<file path="src/rtl/quad_encoder_gen_pkg.sv">
// Shared types and phase tables for the quadrature encoder generator.
// ENC_BOUNCE_EN raises the minimum step period so each bounced edge fits.
package quad_encoder_gen_pkg;

   typedef enum logic [1:0] {
      ST_IDLE = 2'd0,
      ST_WAIT = 2'd1,
      ST_STEP = 2'd2
   } state_t;

   // Phase is {a, b}.
   typedef logic [1:0] phase_t;

   // Next phase indexed by the current phase: entry i sits at bits [2i+1:2i].
   localparam logic [7:0] CW_NEXT  = {2'b01, 2'b11, 2'b00, 2'b10};
   localparam logic [7:0] CCW_NEXT = {2'b10, 2'b00, 2'b11, 2'b01};

`ifdef ENC_BOUNCE_EN
   localparam int MIN_PERIOD = 3;
`else
   localparam int MIN_PERIOD = 1;
`endif

endpackage

</file>
<file path="src/rtl/quad_phase_step.sv">
// Next-phase lookup: current (a,b) phase and direction to the following phase.
module quad_phase_step
   import quad_encoder_gen_pkg::*;
(
   input  phase_t phase,
   input  logic   dir,
   output phase_t next_phase
);

   logic [2:0] idx;

   assign idx        = {phase, 1'b0};
   assign next_phase = dir ? CW_NEXT[idx +: 2] : CCW_NEXT[idx +: 2];

endmodule

</file>
<file path="src/rtl/quad_encoder_gen.sv">
// Quadrature encoder pattern generator: emits N A/B transitions at a fixed period.
// Define ENC_BOUNCE_EN to emit every edge as new/old/new contact bounce.
module quad_encoder_gen
   import quad_encoder_gen_pkg::*;
#(
   parameter int STEP_W = 16,
   parameter int DIV_W  = 16,
   parameter int POS_W  = 16
) (
   input  logic              clk,
   input  logic              reset_n,
   input  logic              cmd_valid,
   output logic              cmd_ready,
   input  logic              cmd_dir,
   input  logic [STEP_W-1:0] cmd_steps,
   input  logic [DIV_W-1:0]  cmd_period,
   input  logic              abort,
   output logic              enc_a,
   output logic              enc_b,
   output logic              busy,
   output logic              done,
   output logic [POS_W-1:0]  position,
   output state_t            state_dbg
);

   // Handshake: a command transfers on a rising edge where cmd_valid and
   // cmd_ready are both high; cmd_ready is high only in IDLE, so commands
   // offered while busy are simply not taken.

   state_t             state_q, state_d;
   phase_t             phase_q, nxt_phase;
   logic               dir_q, dir_sel;
   logic [DIV_W-1:0]   per_q, per_in, per_sel, cnt_q, cnt_load;
   logic [STEP_W-1:0]  rem_q, rem_after;
   logic               accept, emit, finish, zero_acc;

   assign accept    = cmd_valid && cmd_ready;
   assign per_in    = (cmd_period < DIV_W'(MIN_PERIOD)) ? DIV_W'(MIN_PERIOD) : cmd_period;
   assign per_sel   = (state_q == ST_IDLE) ? per_in : per_q;
   assign dir_sel   = (state_q == ST_IDLE) ? cmd_dir : dir_q;
   assign rem_after = (state_q == ST_IDLE) ? cmd_steps - STEP_W'(1) : rem_q - STEP_W'(1);
   // WAIT burns per-2 cycles, STEP takes one more, the emitting edge closes the period.
   assign cnt_load  = (per_sel > DIV_W'(1)) ? per_sel - DIV_W'(2) : '0;

   quad_phase_step u_phase_step (
      .phase      (phase_q),
      .dir        (dir_sel),
      .next_phase (nxt_phase)
   );

   always_ff @(posedge clk or negedge reset_n) begin
      if (!reset_n) state_q <= ST_IDLE;
      else          state_q <= state_d;
   end

   always_comb begin
      state_d  = state_q;
      emit     = 1'b0;
      finish   = 1'b0;
      zero_acc = 1'b0;
      case (state_q)
         ST_IDLE: begin
            if (accept) begin
               if (cmd_steps == '0) begin
                  zero_acc = 1'b1;
               end else begin
                  emit    = 1'b1;
                  state_d = (rem_after != '0 && per_sel == DIV_W'(1)) ? ST_STEP : ST_WAIT;
               end
            end
         end
         ST_WAIT: begin
            // rem_q == 0 here means the final transition is already out.
            if (abort) begin
               state_d = ST_IDLE;
            end else if (rem_q == '0) begin
               state_d = ST_IDLE;
               finish  = 1'b1;
            end else if (cnt_q == '0) begin
               state_d = ST_STEP;
            end
         end
         ST_STEP: begin
            if (abort) begin
               state_d = ST_IDLE;
            end else begin
               emit    = 1'b1;
               state_d = (rem_after != '0 && per_sel == DIV_W'(1)) ? ST_STEP : ST_WAIT;
            end
         end
         default: state_d = ST_IDLE;
      endcase
   end

   always_comb begin
      cmd_ready = 1'b0;
      busy      = 1'b0;
      state_dbg = state_q;
      if (state_q == ST_IDLE) cmd_ready = 1'b1;
      else                    busy      = 1'b1;
   end

   always_ff @(posedge clk or negedge reset_n) begin
      if (!reset_n) begin
         phase_q  <= 2'b00;
         position <= '0;
         rem_q    <= '0;
         cnt_q    <= '0;
         dir_q    <= 1'b0;
         per_q    <= '0;
         done     <= 1'b0;
      end else begin
         done <= finish | zero_acc;
         if (emit) begin
            phase_q  <= nxt_phase;
            position <= dir_sel ? position + POS_W'(1) : position - POS_W'(1);
            rem_q    <= rem_after;
            cnt_q    <= cnt_load;
         end else if (state_q == ST_WAIT && cnt_q != '0) begin
            cnt_q <= cnt_q - DIV_W'(1);
         end
         if (accept) begin
            dir_q <= cmd_dir;
            per_q <= per_in;
         end
      end
   end

`ifdef ENC_BOUNCE_EN
   phase_t     enc_q, old_q;
   logic [1:0] bnc_q;

   // The bounce runs to completion on its own, even if the command ends or aborts.
   always_ff @(posedge clk or negedge reset_n) begin
      if (!reset_n) begin
         enc_q <= 2'b00;
         old_q <= 2'b00;
         bnc_q <= 2'd0;
      end else if (emit) begin
         enc_q <= nxt_phase;
         old_q <= phase_q;
         bnc_q <= 2'd2;
      end else if (bnc_q == 2'd2) begin
         enc_q <= old_q;
         bnc_q <= 2'd1;
      end else if (bnc_q == 2'd1) begin
         enc_q <= phase_q;
         bnc_q <= 2'd0;
      end
   end

   assign enc_a = enc_q[1];
   assign enc_b = enc_q[0];
`else
   assign enc_a = phase_q[1];
   assign enc_b = phase_q[0];
`endif

endmodule

</file>
<file path="config.mk">
export PLATFORM = sky130hd
export DESIGN_NAME = quad_encoder_gen
export DESIGN_NICKNAME = d
export VERILOG_FILES = /design/src/rtl/quad_encoder_gen_pkg.sv /design/src/rtl/quad_phase_step.sv /design/src/rtl/quad_encoder_gen.sv
export SDC_FILE = /design/constraint.sdc
export NUM_CORES = 1
export LEC_CHECK = 0
export BUFFER_PORTS_ARGS = -buffer_cell sky130_fd_sc_hd__buf_2
export CAP_MARGIN = 20
export CORE_UTILIZATION = 50
export DETAILED_ROUTE_END_ITERATION = 12
export GPL_TIMING_DRIVEN = 1
export PLACE_DENSITY = 0.68
export SYNTH_ARGS = -nofsm -noshare
export SYNTH_HDL_FRONTEND = slang
export SYNTH_SLANG_ARGS = --single-unit
</file>
<file path="constraint.sdc">
create_clock -name clk -period 7.74 [get_ports clk]
set_input_delay 0.774 -clock clk [delete_from_list [all_inputs] [get_ports clk]]
set_output_delay 0.774 -clock clk [all_outputs]
set_load 0.05 [all_outputs]
</file>
==> impl_metrics.toml <==
[outcome]
status = "completed"

[worst_setup_path]
critPathMaxFanout = 55
regToRegSetupSlack_ns = 3.43
endpoint_kind = "flip-flop"
timing.critical_path.from = "state_dbg[0]"
worstPathArrival_ns = 4.55
slowest_delay_ns = 0.85
critical_path_start_type = "flip-flop"
worst_ep_required_time_ns = 7.97
timing.reg2reg.worst_path_depth = 13
cell_by_cell_listing_of_the_critical_path = "nor2_4 -> inv_4 -> mux2i_2 -> buf_4 -> ha_1 -> a21o_1 -> a211oi_1 -> o21ai_0 -> a31oi_1 -> a21oi_1 -> a21oi_1 -> xor2_1 -> o21ai_0"
worst-path-stages = 13
path_class = "flip-flop to flip-flop"
critical_path_buf_inv_count = 2
worstReg2RegEnd = "position[14]"
critical_path.reg2reg.startpoint = "state_dbg[0]"
timing.critical_path.slowest_stage_cell = "dfrtp_1"
cpLargestDelayFamily = "compound AO/OA/AOI/OAI gates"
worstSetupEndpoint = "position[14]"

[floorplan]
fp-row-count = 36
placeableCoreArea_um2 = 9910
die_y_um = 103.6
die_x_um = 103.6
floorplan.initialDensity_pct = 52.07
ios = 60
die_area_um2 = 10730

[timing]
finalCritPeriodShare_pct = 55.74
skew_ns = 0.01241
max_freq_ghz = 0.2318
max_slew_margin_pct = 40.30
totalNegativeSetupSlack_ns = 0
worst-slew-pin-transition_ns = 0.8955
worst_slack_ns = 3.425
period_minus_slack_ns = 4.315
setup_viol_count_final = 0
timing_hold_violations_final = 0
final_max_slew_viol_count = 0
grt_setup_unrepaired = "no"

[routing]
met1Wirelength_um = 5957
wl_met3_um = 760
post_drt_wl_per_cell_um = 16.99
drt_first_iter_violations = 305
finalWirelength_um = 13140
routed-wl-met2_um = 6087
vias_per_cell = 5.978
highest_routed_layer = "met4"
num_vias = 4621
drt_pre_antenna_iters = 5
drt.antenna.violating_nets = 0
drc_errors = 0

[logic_synthesis]
synthesis.area_per_instance_um2 = 8.820
synth_warnings = 0
netlist_top_cells_area = "dfrtp_1 34%, xnor2_1 5.3%, mux2i_1 5.0%, nand2_1 4.9%, ha_1 4.4%"
synthArstFlopShare_pct = 100.0
ys_seq_area_share_pct = 33.95
postSynthRegisterBits = 70
synth_top_cell_by_area = "dfrtp_1"
syn-cell-area_um2 = 5160
postSynth.topFlopCell = "dfrtp_1"
synth_nets = 641
yosys.cell_types.count = 66
number_of_instances_in_the_synthesized_netlist = 585
synth_enable_flop_cells = 0
synth_top_area_share_pct = 33.95

[grt]
groute.usage.overall_pct = 25.71
pin_count_of_the_biggest_net_entering_global_routing = 71
antenna_found_initial = 0
globalRoute.totalOverflow = 0
first_pass_grt_wire_length_um = 22140
vias_in_the_first_global_route = 4427

[clock_network]
post_cts_resize_count = 0
cts_hold_buf = 0
tritoncts_clock_tree = "done"
worst_skew_pair.late_latency_ns = 0.37
numClockSinks = 70
postCtsSetupRepairBufs = 0
cts_max_level = 3
cts_root_buffer = "clkbuf_8"
cts_made_buffers = 9
clkSlewWorstSetupHoldPaths_ns = 0.08
max-clock-path-buffers = 2

[placement]
global_placement_routability_congestion = 0.9645
placed_cell_area_um2 = 5539
dpl_worst_slack_ns = 3.478
portBuffers = 59
post-dp-hpwl_um = 9503

[final_layout]
antenna-diode-count = 0
commonest_non_fill_non_tap_cell_in_the_layout = "dfrtp_1"
finalNetCount = 691
post_route_cells_drive_above_1_share_pct = 18.59
finalInstanceArea_um2 = 5762
final_cell_mix = "70 x dfrtp_1, 68 x nand2_1, 58 x buf_2"
area_growth_syn_to_layout_pct = 11.66

[run]
timing.max_cap.violations = 0

[worst_hold_path]
hold_path.class = "flip-flop to flip-flop"

[pwr]
static_power_due_to_leakage_uw = 0.002447
powerDensity_nw_per_um2 = 357.2
max-vdd-ir-drop_v = 0.0002831
==> routing by layer <==
layer / vias to the layer above / global-route usage, %
met2: 147 / 40.12
li1: 2252 / -
met4: 0 / 9.834
met1: 2200 / 34.41
met3: 22 / 6.293
met5: - / 0
==> final cells by class <==
class	instances	area, um^2
fill	912	4148
multi-input combinational	485	3272
sequential	70	1752
timing repair buffer	62	320.3
tap	133	166.4
clock buffer	10	137.6
clock inverter	6	85.08
inverter	7	28.78
==> logic make-up after synthesis <==
group	synth area share [%]
buffers and inverters	2.813
multiplexers	10.18
adder cells (fa/ha/maj)	4.753
flip-flops	33.95
AO/OA/AOI/OAI	16.76
AND/OR/NAND/NOR	22.72
XOR/XNOR	8.826
==> Yosys cell counts, types with 5 or more instances <==
cell type and instances:
a21o_1 5, a21oi_1 39, clkbuf_1 12, dfrtp_1 70, ha_1 18, inv_1 6
mux2_2 19, mux2i_1 26, nand2_1 68, nand2b_1 10, nand3_1 15, nand4_1 6
nor2_1 44, nor3_1 24, nor4_1 22, o21ai_0 41, o22ai_1 12, xnor2_1 31
xor2_1 21
==> metrics by stage <==
stage | total power, uW | hold WS (ns) | instances | utilization (%)
floorplan | 1472 | 0.4682 | 585 | -
global route | 2207 | 0.5268 | 773 | 58.14
detailed placement | 1713 | 0.4918 | 757 | 55.90
finish | 2058 | 0.5042 | 773 | 58.14
CTS | 2063 | 0.5112 | 773 | 58.14
global placement | 1680 | 0.4865 | 757 | 55.90
==> worst min path at each step <==
stage                     slack (ns)        end      start  depth (start not counted)
after floorplan                 0.47  rem_q[10]  rem_q[10]                          2
after global placement          0.49  cnt_q[13]  cnt_q[13]                          1
after detailed placement        0.49   per_q[1]   per_q[1]                          1
after CTS                       0.51   per_q[1]   per_q[1]                          1
after global routing            0.53  cnt_q[13]  cnt_q[13]                          1
final                           0.50  cnt_q[13]  cnt_q[13]                          1
==> worst register-to-register path: stages (launching register included) <==
cell and delay [ns]:
dfrtp_1 0.85, nor2_4 0.18, inv_4 0.60, mux2i_2 0.30, buf_4 0.31, ha_1 0.36
a21o_1 0.22, a211oi_1 0.31, o21ai_0 0.21, a31oi_1 0.31, a21oi_1 0.12, a21oi_1 0.18
xor2_1 0.15, o21ai_0 0.08
==> state kept, by name (all words and copies together), names as in the netlist <==
name and cells:
done 1, state_dbg 2, phase_q 2, per_q 16, dir_q 1, rem_q 16
cnt_q 16, position 16
==> where the power goes <==
group	switching [uW]	internal [uW]	total, uW
registers	151	499	650
logic	653	416	1070
clock network	150	189	339
total	954	1100	2060
No activity file was read; power rests on OpenSTA's default activity.
